`src/rtl/univ_shifter_pkg.sv`:
```
// ============================================================================
// Module   : univ_shifter_pkg
// Brief    : Mode codes, op-class enum and mode decode for univ_shifter_pipe.
// Revision : 1.0 - initial release
// ============================================================================
`default_nettype none

package univ_shifter_pkg;

    localparam logic [2:0] MODE_ROL_A = 3'b100;
    localparam logic [2:0] MODE_ROL_B = 3'b110;
    localparam logic [2:0] MODE_ROR_A = 3'b101;
    localparam logic [2:0] MODE_ROR_B = 3'b111;
    localparam logic [2:0] MODE_LSH_A = 3'b000;
    localparam logic [2:0] MODE_LSH_B = 3'b010;
    localparam logic [2:0] MODE_SHR   = 3'b001;
    localparam logic [2:0] MODE_SAR   = 3'b011;

    typedef enum logic [2:0] {
        ROL = 3'd0,
        ROR = 3'd1,
        LSH = 3'd2,
        SHR = 3'd3,
        SAR = 3'd4
    } op_e;

    function automatic op_e decode_mode(input logic [2:0] mode);
        op_e op;
        op = LSH;
        case (mode)
            MODE_ROL_A, MODE_ROL_B: op = ROL;
            MODE_ROR_A, MODE_ROR_B: op = ROR;
            MODE_LSH_A, MODE_LSH_B: op = LSH;
            MODE_SHR:               op = SHR;
            MODE_SAR:               op = SAR;
        endcase
        return op;
    endfunction

endpackage

`default_nettype wire

```
`src/rtl/univ_shifter_pipe_shift_stage.sv`:
```
// ============================================================================
// Module   : shift_stage
// Brief    : One combinational log-shift step of AMT bits with carry select.
//            Carry ports exist only when UNIV_SHIFTER_FLAGS_EN is defined.
// Revision : 1.0 - initial release
// ============================================================================
`default_nettype none

module shift_stage
    import univ_shifter_pkg::*;
#(
    parameter int WIDTH = 16,
    parameter int AMT   = 1
) (
    input  logic [WIDTH-1:0] i_data,
    input  logic             i_en,
    input  op_e              i_op,
    input  logic             i_sign,
`ifdef UNIV_SHIFTER_FLAGS_EN
    input  logic             i_carry,
    output logic             o_carry,
`endif
    output logic [WIDTH-1:0] o_data
);

    logic [WIDTH-1:0] w_rol;
    logic [WIDTH-1:0] w_ror;
    logic [WIDTH-1:0] w_lsh;
    logic [WIDTH-1:0] w_shr;
    logic [WIDTH-1:0] w_sar;

    assign w_rol = {i_data[WIDTH-AMT-1:0], i_data[WIDTH-1:WIDTH-AMT]};
    assign w_ror = {i_data[AMT-1:0], i_data[WIDTH-1:AMT]};
    assign w_lsh = {i_data[WIDTH-AMT-1:0], {AMT{1'b0}}};
    assign w_shr = {{AMT{1'b0}}, i_data[WIDTH-1:AMT]};
    assign w_sar = {{AMT{i_sign}}, i_data[WIDTH-1:AMT]};

    always_comb begin
        o_data = i_data;
        if (i_en) begin
            case (i_op)
                ROL:     o_data = w_rol;
                ROR:     o_data = w_ror;
                LSH:     o_data = w_lsh;
                SHR:     o_data = w_shr;
                SAR:     o_data = w_sar;
                default: o_data = i_data;
            endcase
        end
    end

`ifdef UNIV_SHIFTER_FLAGS_EN
    // Left-moving ops lose the top AMT bits, the last of which is bit WIDTH-AMT.
    always_comb begin
        o_carry = i_carry;
        if (i_en) begin
            if (i_op == ROL || i_op == LSH) begin
                o_carry = i_data[WIDTH-AMT];
            end else begin
                o_carry = i_data[AMT-1];
            end
        end
    end
`endif

endmodule

`default_nettype wire

```
`src/rtl/univ_shifter_pipe.sv`:
```
// ============================================================================
// Module   : univ_shifter_pipe
// Brief    : Pipelined universal shifter, one registered log-shift stage per
//            shift-amount bit, global-stall handshake. Optional flags via
//            UNIV_SHIFTER_FLAGS_EN.
// Revision : 1.0 - initial release
// ============================================================================
`default_nettype none

module univ_shifter_pipe
    import univ_shifter_pkg::*;
#(
    parameter int WIDTH = 16,
    parameter int SHW   = $clog2(WIDTH)
) (
    input  logic             clk,
    input  logic             rst,
    input  logic             in_valid,
    output logic             in_ready,
    input  logic [WIDTH-1:0] in_data,
    input  logic [SHW-1:0]   in_shift,
    input  logic [2:0]       in_mode,
    output logic             out_valid,
    input  logic             out_ready,
    output logic [WIDTH-1:0] out_data,
    output logic             out_carry,
    output logic             out_zero
);

    logic             r_valid [SHW];
    logic [WIDTH-1:0] r_data  [SHW];
    logic [SHW-1:0]   r_shift [SHW];
    logic [2:0]       r_mode  [SHW];
    logic             r_sign  [SHW];

    logic             w_src_valid [SHW];
    logic [WIDTH-1:0] w_src_data  [SHW];
    logic [SHW-1:0]   w_src_shift [SHW];
    logic [2:0]       w_src_mode  [SHW];
    logic             w_src_sign  [SHW];
    op_e              w_src_op    [SHW];
    logic [WIDTH-1:0] w_stg_data  [SHW];

`ifdef UNIV_SHIFTER_FLAGS_EN
    logic             r_carry     [SHW];
    logic             w_src_carry [SHW];
    logic             w_stg_carry [SHW];
`endif

    logic w_adv;

    // Whole pipe moves together; only a blocked output result can stall it.
    assign w_adv    = ~out_valid | out_ready;
    assign in_ready = w_adv;

    genvar k;
    generate
        for (k = 0; k < SHW; k++) begin : g_stage
            if (k == 0) begin : g_head
                assign w_src_valid[k] = in_valid & w_adv;
                assign w_src_data[k]  = in_data;
                assign w_src_shift[k] = in_shift;
                assign w_src_mode[k]  = in_mode;
                assign w_src_sign[k]  = in_data[WIDTH-1];
`ifdef UNIV_SHIFTER_FLAGS_EN
                assign w_src_carry[k] = 1'b0;
`endif
            end else begin : g_body
                assign w_src_valid[k] = r_valid[k-1];
                assign w_src_data[k]  = r_data[k-1];
                assign w_src_shift[k] = r_shift[k-1];
                assign w_src_mode[k]  = r_mode[k-1];
                assign w_src_sign[k]  = r_sign[k-1];
`ifdef UNIV_SHIFTER_FLAGS_EN
                assign w_src_carry[k] = r_carry[k-1];
`endif
            end

            assign w_src_op[k] = decode_mode(w_src_mode[k]);

            shift_stage #(
                .WIDTH (WIDTH),
                .AMT   (1 << k)
            ) u_shift_stage (
                .i_data  (w_src_data[k]),
                .i_en    (w_src_shift[k][k]),
                .i_op    (w_src_op[k]),
                .i_sign  (w_src_sign[k]),
`ifdef UNIV_SHIFTER_FLAGS_EN
                .i_carry (w_src_carry[k]),
                .o_carry (w_stg_carry[k]),
`endif
                .o_data  (w_stg_data[k])
            );

            always_ff @(posedge clk) begin
                if (rst) begin
                    r_valid[k] <= 1'b0;
                    r_data[k]  <= '0;
                    r_shift[k] <= '0;
                    r_mode[k]  <= '0;
                    r_sign[k]  <= 1'b0;
`ifdef UNIV_SHIFTER_FLAGS_EN
                    r_carry[k] <= 1'b0;
`endif
                end else if (w_adv) begin
                    r_valid[k] <= w_src_valid[k];
                    r_data[k]  <= w_stg_data[k];
                    r_shift[k] <= w_src_shift[k];
                    r_mode[k]  <= w_src_mode[k];
                    r_sign[k]  <= w_src_sign[k];
`ifdef UNIV_SHIFTER_FLAGS_EN
                    r_carry[k] <= w_stg_carry[k];
`endif
                end
            end
        end
    endgenerate

    assign out_valid = r_valid[SHW-1];
    assign out_data  = r_data[SHW-1];

`ifdef UNIV_SHIFTER_FLAGS_EN
    assign out_carry = r_carry[SHW-1];
    assign out_zero  = ~|out_data;
`else
    assign out_carry = 1'b0;
    assign out_zero  = 1'b0;
`endif

endmodule

`default_nettype wire

```
`config.mk`:
```
export PLATFORM = sky130hd
export DESIGN_NAME = univ_shifter_pipe
export DESIGN_NICKNAME = d
export VERILOG_FILES = /design/src/rtl/univ_shifter_pkg.sv /design/src/rtl/univ_shifter_pipe_shift_stage.sv /design/src/rtl/univ_shifter_pipe.sv
export SDC_FILE = /design/constraint.sdc
export NUM_CORES = 1
export LEC_CHECK = 0
export ABC_AREA = 1
export CORE_MARGIN = 3
export CORE_UTILIZATION = 30
export DETAILED_ROUTE_END_ITERATION = 6
export RECOVER_POWER = 25
export SETUP_SLACK_MARGIN = 0.2
export SLEW_MARGIN = 20
export SYNTH_ARGS = -nofsm -noshare
export SYNTH_HDL_FRONTEND = slang
export SYNTH_SLANG_ARGS = --single-unit
```
`constraint.sdc`:
```
create_clock -name clk -period 4.05 [get_ports clk]
set_clock_uncertainty 0.2 [all_clocks]
set_input_delay 0.405 -clock clk [delete_from_list [all_inputs] [get_ports clk]]
set_output_delay 0.405 -clock clk [all_outputs]
set_load 0.005 [all_outputs]
```
# --- After elaboration in Yosys (flattened, before gate mapping) ---
# Memories as Yosys holds them, arrays and structs flattened.
# Cells that the tools add are included.
classes:
  addsub: 0
  n_mul: 0
  n_div: 0
  n_lt_le_gt_ge: 0
  n_eq_ne: 16
  shift: 0
  muxes: 33
  n_bitwise: 23
  n_reduce_logical: 5
ops:
  columns: ["operator", "n"]
  rows:
  - ["16-bit case mux with 5 select lines", 3]
  - ["16-bit 2-to-1 mux", 8]
  - ["16-bit case mux with 4 select lines", 1]
  - ["3-bit by 2-bit == test with 1-bit output, second input constant", 8]
  - ["1-bit OR", 21]
  - ["4-bit 2-to-1 mux", 4]
  - ["1-bit 2-to-1 mux", 13]
  - ["3-bit by 1-bit == test with 1-bit output, second input constant", 4]
  - ["3-bit == test, second input constant", 4]
  - ["3-bit logical NOT", 4]
  - ["3-bit 2-to-1 mux", 4]
  - ["2-bit OR reduction", 1]
  - ["1-bit bitwise AND", 1]
  - ["1-bit inverter", 1]
totals:
  reg_bits: 0
  latch_bits: 0
  ram_bits: 100
  mem_bits_ro: 96
  input_bits: 27
  output_inout_bits: 20
  elab_cells: 86
  memories: 9
mem_list:
  columns: ["memory", "words", "word_bits", "rd", "rd_ports_with_merged_regs", "write_ports", "line", "source"]
  rows:
  - ["r_data", 4, 16, 4, 0, 4, "univ_shifter_pipe.sv:31", "logic [WIDTH-1:0] r_data [SHW];"]
  - ["(no name shown)", 8, 3, 1, 0, 0, "univ_shifter_pkg.sv:30", "case (mode)"]
  - ["(no name shown)", 8, 3, 1, 0, 0, "univ_shifter_pkg.sv:30", null]
  - ["(no name shown)", 8, 3, 1, 0, 0, "univ_shifter_pkg.sv:30", null]
  - ["(no name shown)", 8, 3, 1, 0, 0, "univ_shifter_pkg.sv:30", null]
  - ["r_shift", 4, 4, 3, 0, 4, "univ_shifter_pipe.sv:32", "logic [SHW-1:0] r_shift [SHW];"]
  - ["3 more memories", null, null, null, null, null, null, null]

# --- Depth between registers and ports, before layout ---
# Gate-level depths: netlist of run 1.
# An unclocked memory read counts as a cell.
depth:
  word_depth: 7
  mapped_depth: 8
  depth_no_buf: 6

# --- Modules after synthesis ---
# From an unflattened synthesis of run 1, not the netlist that was laid out.
unflattened:
  hier_cells: 712
  area_unflattened_um2: 5514.0
by_module_without_submodules:
  columns: ["module", "instances", "cells_per_inst", "area_per_inst_um2", "seq_area_each_um2"]
  rows:
  - ["univ_shifter_pipe", 1, 289, 3517.1, 2582.5]
  - ["shift_stage at g_stage[0].u_shift_stage", 1, 120, 561.8, 0.0]
  - ["shift_stage at g_stage[1].u_shift_stage", 1, 114, 533.0, 0.0]
  - ["shift_stage at g_stage[2].u_shift_stage", 1, 112, 504.2, 0.0]
  - ["shift_stage at g_stage[3].u_shift_stage", 1, 77, 397.9, 0.0]

# --- Worst setup path before layout of run 1 ---
# OpenSTA, ideal clock, no wires.
synth_timing:
  path_type: "input -> register"
  start: "input port rst"
  end: "memory r_data[0][0] (enable)"
  setup_time_ns: 1.053
  arrival_ns: 2.408
  t_required_ns: 2.797
  path_slack_ns: 0.390
  stages: 2
  path_buffers: 0
  cell_sequence: "inv_1 -> nand3_1"
synth_lines:
  columns: ["element", "line", "source"]
  rows:
  - ["start, declared", "univ_shifter_pipe.sv:17", "input logic rst,"]
  - ["end, declared", "univ_shifter_pipe.sv:31", null]

==> run_results.csv, run 1 <==
group,metric,value,unit
run,drv_cap,0,
yosys,synth_common_cells,"94 x nor2_1, 93 x nand2_1, 86 x edfxtp_1, 54 x a21oi_1",
finish,layout.cells.non_filler,725,
setup_path,critPathMaxStageDelay,1.02,ns
setup_path,crit_path_end_kind,"register",
die,die-area,16600,µm²
route,routedWlPerCell,12.2,µm
setup_path,worstPathArrival,2.76,ns
die,start_util,30.9,%
yosys,synthCells,506,
timing,min_period,2.76,ns
yosys,netlist_area,4520,µm²
placement,gp_congestion,0.852,
pwr,ir_drop,0.190,mV
die,std_cell_rows,44,
pwr,clkPwrFrac,34.8,%
setup_path,crit_type,"in -> reg",
setup_path,path_cells,"dlygate4sd3_1 -> inv_1 -> nand2_1 -> nand2_1 -> inv_1 -> buf_4 -> o21ai_2 -> nor2_1",
timing,fin_hold_ws,0.343,ns
global_routing,grt_antenna_before_repair,0,
timing,fin_crit_sh,68.3,%
clock_network,cts_root_buffer,"clkbuf_16",
yosys,yosysMostFrequentCell,"nor2_1",
finish,diodes,0,
clock_network,cts_setup_buffers,0,
clock_network,h-tree-depth,3,
clock_network,clkTransAtPathRegs,0.06,ns
timing,slew_headroom,5.87,%
setup_path,path_buf_inv,4,
pwr,p_leak,0.00222,µW
timing,rsz0062_at_grt,"false",
placement,dp_hpwl,6120,µm
route,via_per_inst,4.57,
yosys,async_flop_share,0,%
global_routing,grt_pass1_vias,3138,
timing,slew_violations,0,
yosys,synth_top_area_cell,"edfxtp_1",
global_routing,grt_max_degree,87,
route,wl_met3,424,µm
yosys,synth_area_leaders,"edfxtp_1 57%, nor2_1 7.8%, nand2_1 7.7%, a21oi_1 6.0%, o21ai_0 5.1%",
global_routing,track_usage,11.3,%
placement,place_area,5050,µm²
placement,dpl.cell_count,709,
route,wl,8810,µm
clock_network,holdBufCountCts,0,
yosys,synth_top_area_share,57.1,%
setup_path,slowest_stage,"inv_1",
global_routing,overflow,0,
timing,hold_viol,0,
die,io_pins,47,
yosys,synth_cell_types,23,
route,wl_met1,3940,µm
setup_path,crit_required,4.05,ns
timing,worst_slew_pin_slew,1.41,ns
worst_hold_path,hold_class,"reg -> reg",
finish,drive_gt1_share,8.69,%
yosys,synth_seq_area_share,57.1,%
finish,fillers,1519,
yosys,synth_flop_cell,"edfxtp_1",
yosys,synth_edf_count,86,
die,core,14600,µm²
clock_network,clockBufferDepth,2,
yosys,avgSynthCellArea,8.94,µm²
setup_path,cp_top_family,"buffers and inverters",
route,dr.pass1.iters,4,
clock_network,cts_resized,0,
pwr,p_comb_share,11.1,%
clock_network,cts_tree,"built",
route,vias,3316,
pwr,powerDensity,392,nW/µm²
setup_path,worstPathMaxFanout,49,
pwr,intPower,1570,µW
route,final_antenna_net_count,0,
pwr,switching_share,24.0,%
clock_network,clock-sinks,86,
timing,setup_viol,0,
route,met2_length,4260,µm
setup_path,r2r_setup_slack,1.48,ns
route,routed.top_layer,"met4",
die,die_w,129,µm
pwr,switching_power,496,µW
placement,port_buffers,44,
finish,syn2layout_area_growth,16.5,%
yosys,ys_seq_elements,86,
yosys,yosys_warnings,0,
route,drt-initial-drc-count,156,
pwr,p_seq_share,54.1,%
clock_network,clock_latency,0.34,ns
timing,setup_tns,0,ns
setup_path,crit_path_start_kind,"primary input",
finish,nets,563,
timing,fmax,362,MHz
route,drc,0,
finish,design_area,5270,µm²
clock_network,numCtsBuffers,9,
global_routing,grt_pass1_wl,15100,µm
outcome,status,"finished, final reports clean",
die,die_y,129,µm
==> per-stage QoR <==
step,setup WS [ns],power [µW],utilization [%]
finish,1.29,2070,36.0
global route,1.03,2180,36.0
CTS,1.81,2100,36.2
detailed placement,1.46,1380,34.5
global placement,1.49,1370,34.5
floorplan,0.390,1280,-
==> kinds of logic after synthesis <==
family	after synthesis	synth area share [%]
AO/OA/AOI/OAI	126	15.6
other	1	0.0829
flip-flops	86	57.1
AND/OR/NAND/NOR	212	18.8
buffers and inverters	81	8.46
==> layout make-up <==
class / instances / area [µm²] / share of cell area [%]
Clock buffer: 11 / 233 / 4.41
Clock inverter: 5 / 26.3 / 0.498
Inverter: 52 / 195 / 3.70
Multi-Input combinational cell: 340 / 1550 / 29.4
Sequential cell: 86 / 2580 / 49.0
Tap cell: 184 / 230 / 4.37
Timing Repair Buffer: 47 / 454 / 8.61
==> power groups by stage <==
stage | clock [µW] | combinational, µW | sequential, µW
global placement | 0 | 238 | 1130
floorplan | 0 | 171 | 1110
finish | 720 | 230 | 1120
detailed placement | 0 | 240 | 1140
CTS | 741 | 241 | 1120
global route | 786 | 266 | 1130
==> worst paths after layout <==
| kind | from | end | cells past startpoint |
|---|---|---|---|
| max reg2reg | r_valid[3]$_DFFE_PP_ | r_data[0][10]$_SDFFCE_PN0P_ | 6 |
| min | r_valid[2]$_SDFFCE_PN0P_ | r_valid[3]$_DFFE_PP_ | 2 |
| max | out_ready | r_data[0][10]$_SDFFCE_PN0P_ | 8 |
| min reg2reg | r_valid[2]$_SDFFCE_PN0P_ | r_valid[3]$_DFFE_PP_ | 2 |
==> sequential cells by signal (all words and copies together) (netlist names) <==
signal	cells
r_shift	6
r_data	64
r_sign	3
r_mode	9
r_valid	4
==> layer usage <==
layer	up-vias	GRT usage, %
li1	1731	-
met1	1492	13.7
met2	79	19.3
met3	14	2.86
met4	0	4.39
met5	-	0
==> layout by cell type, fill, tap and decap left out, types with 2 or more instances in the layout <==
cell and n:
a21oi_1 54, clkbuf_1 3, nand3_1 8, dlygate4sd3_1 18
edfxtp_1 86, o21ai_0 51, o21ai_2 15, buf_4 2
nor3_1 2, inv_2 4, nor2_1 94, clkbuf_16 9
nand2_1 95, o21ai_1 6, conb_1 2, inv_1 48
clkinv_2 3, clkdlybuf4s50_1 25, nor2_2 10
==> worst register-to-register path, cell delays in order, from the launching register on <==
cell      delay (ns)
edfxtp_1        0.44
nand2_1         0.12
nand2_1         0.08
inv_1           1.02
buf_4           0.39
o21ai_2         0.07
nor2_1          0.11
(Power assumes the default switching activity.)
==> run 2, diff against run 1 <==
==> constraint.sdc (replaced) <==
create_clock -name clk -period 2.5 [get_ports clk]
set_clock_uncertainty 0.2 [all_clocks]
set_input_delay 0.25 -clock clk [delete_from_list [all_inputs] [get_ports clk]]
set_output_delay 0.25 -clock clk [all_outputs]
set_load 0.005 [all_outputs]
==> run_results.csv, run 2 (same netlist as run 1, synthesis figures left out) <==
group,metric,value,unit
clock_network,cts_root_buffer,"clkbuf_16",
worst_hold_path,hold_class,"reg -> reg",
finish,layout.cells.non_filler,729,
route,drt-initial-drc-count,298,
global_routing,grt_antenna_before_repair,0,
die,die_w,129,µm
timing,hold_viol,0,
setup_path,critical_path.startpoint,"r_valid[3]$_DFFE_PP_",
clock_network,h-tree-depth,3,
clock_network,cts_resized,0,
global_routing,grt_pass1_wl,14300,µm
clock_network,cts_setup_buffers,0,
clock_network,numCtsBuffers,9,
die,std_cell_rows,44,
worst_hold_path,min_from,"r_shift[0][2]$_SDFFCE_PN0P_",
pwr,powerDensity,629,nW/µm²
timing,fin_crit_sh,81.9,%
global_routing,grt_pass1_vias,3187,
clock_network,clkTransAtPathRegs,0.06,ns
die,core,14600,µm²
setup_path,worstPathMaxFanout,86,
die,die-area,16600,µm²
route,wl,8510,µm
setup_path,crit_path_start_kind,"register",
setup_path,crit_type,"reg -> reg",
finish,most-common-layout-cells,"95 x nand2_1, 94 x nor2_1, 86 x edfxtp_1",
setup_path,r2r_start,"r_valid[3]$_DFFE_PP_",
placement,gp_congestion,0.897,
finish,reg_top3,"r_data: 64 flops, r_mode: 9 flops, r_shift: 6 flops",
route,final_antenna_net_count,0,
placement,dp_hpwl,5860,µm
global_routing,grt_max_degree,87,
pwr,ir_drop,0.352,mV
timing,setup_tns,0,ns
placement,port_buffers,44,
timing,slew_violations,0,
timing,worst_slew_pin_slew,1.12,ns
finish,syn2layout_area_growth,17.7,%
timing,fmax,489,MHz
clock_network,cts_tree,"built",
clock_network,holdBufCountCts,0,
route,vias,3331,
setup_path,crit_path_end_kind,"register",
timing,rsz0062_at_grt,"false",
finish,drive_gt1_share,10.5,%
die,io_pins,47,
route,dr.pass1.iters,5,
route,via_per_inst,4.57,
die,start_util,30.9,%
finish,largest_reg_flops,64,
finish,regMostFlops,"r_data",
timing,slew_headroom,25.6,%
run,drv_cap,0,
clock_network,clock-sinks,86,
global_routing,overflow,0,
global_routing,track_usage,10.5,%
pwr,p_leak,0.00219,µW
placement,dpl.cell_count,713,
outcome,status,"finished, final reports clean",
route,drc,0,
finish,diodes,0,
finish,layout_commonest_cell,"nand2_1",
clock_network,clockBufferDepth,2,
setup_path,worstPathArrival,1.79,ns
timing,min_period,2.05,ns
setup_path,crit_required,2.25,ns
timing,setup_viol,0,
route,routedWlPerCell,11.7,µm
die,die_y,129,µm
finish,nets,567,
clock_network,clock_latency,0.33,ns
-- run 2: area by class of cell --
cell class              instances  area [µm²]
clock inverters                 6        28.8
repair buffers                 51         490
clock buffers                  10         229
inverters                      52         195
fillers                      1480        9320
well taps                     184         230
multi-input cells             340        1570
flip-flops and latches         86        2580
-- run 2: power breakdown --
part | switching (µW) | internal (µW)
clock network | 493 | 658
logic | 220 | 178
registers | 83.2 | 1720
total | 796 | 2560
-- run 2: per-stage QoR --
stage	power [µW]	area, µm²	util (%)	hold slack (ns)	worst slack [ns]
5_1_grt	3510	5330	36.4	0.366	0.327
6_report	3350	5330	36.4	0.346	0.454
3_3_place_gp	2220	5100	34.8	0.322	0.594
4_1_cts	3390	5360	36.6	0.348	0.571
2_1_floorplan	2080	4540	-	0.257	0.683
3_5_place_dp	2230	5100	34.8	0.341	0.540
-- run 2: worst max-delay path, stage by stage, from the launching register on --
cell and delay [ns]:
edfxtp_1 0.44, nand3_4 0.11, clkbuf_4 0.88
-- run 2: metal layers --
metal  GRT usage, %  part of all wire [%]  vias to the layer above  wire, µm
met5              0                     0                        -         0
met4           5.06                   2.1                        0       175
met3           2.66                   5.0                       19       421
met2           17.7                    48                       89      4080
met1           12.4                    45                     1482      3830
li1               -                     -                     1741         -
-- run 2: path summary, 6_finish.rpt --
check | end | slack (ns) | depth (start not counted)
max reg2reg | r_data[3][11]$_SDFFCE_PN0P_ | 0.45 | 2
max | r_data[3][11]$_SDFFCE_PN0P_ | 0.45 | 2
min reg2reg | r_shift[0][6]$_SDFFCE_PN0P_ | 0.35 | 2
min | r_shift[0][6]$_SDFFCE_PN0P_ | 0.35 | 2
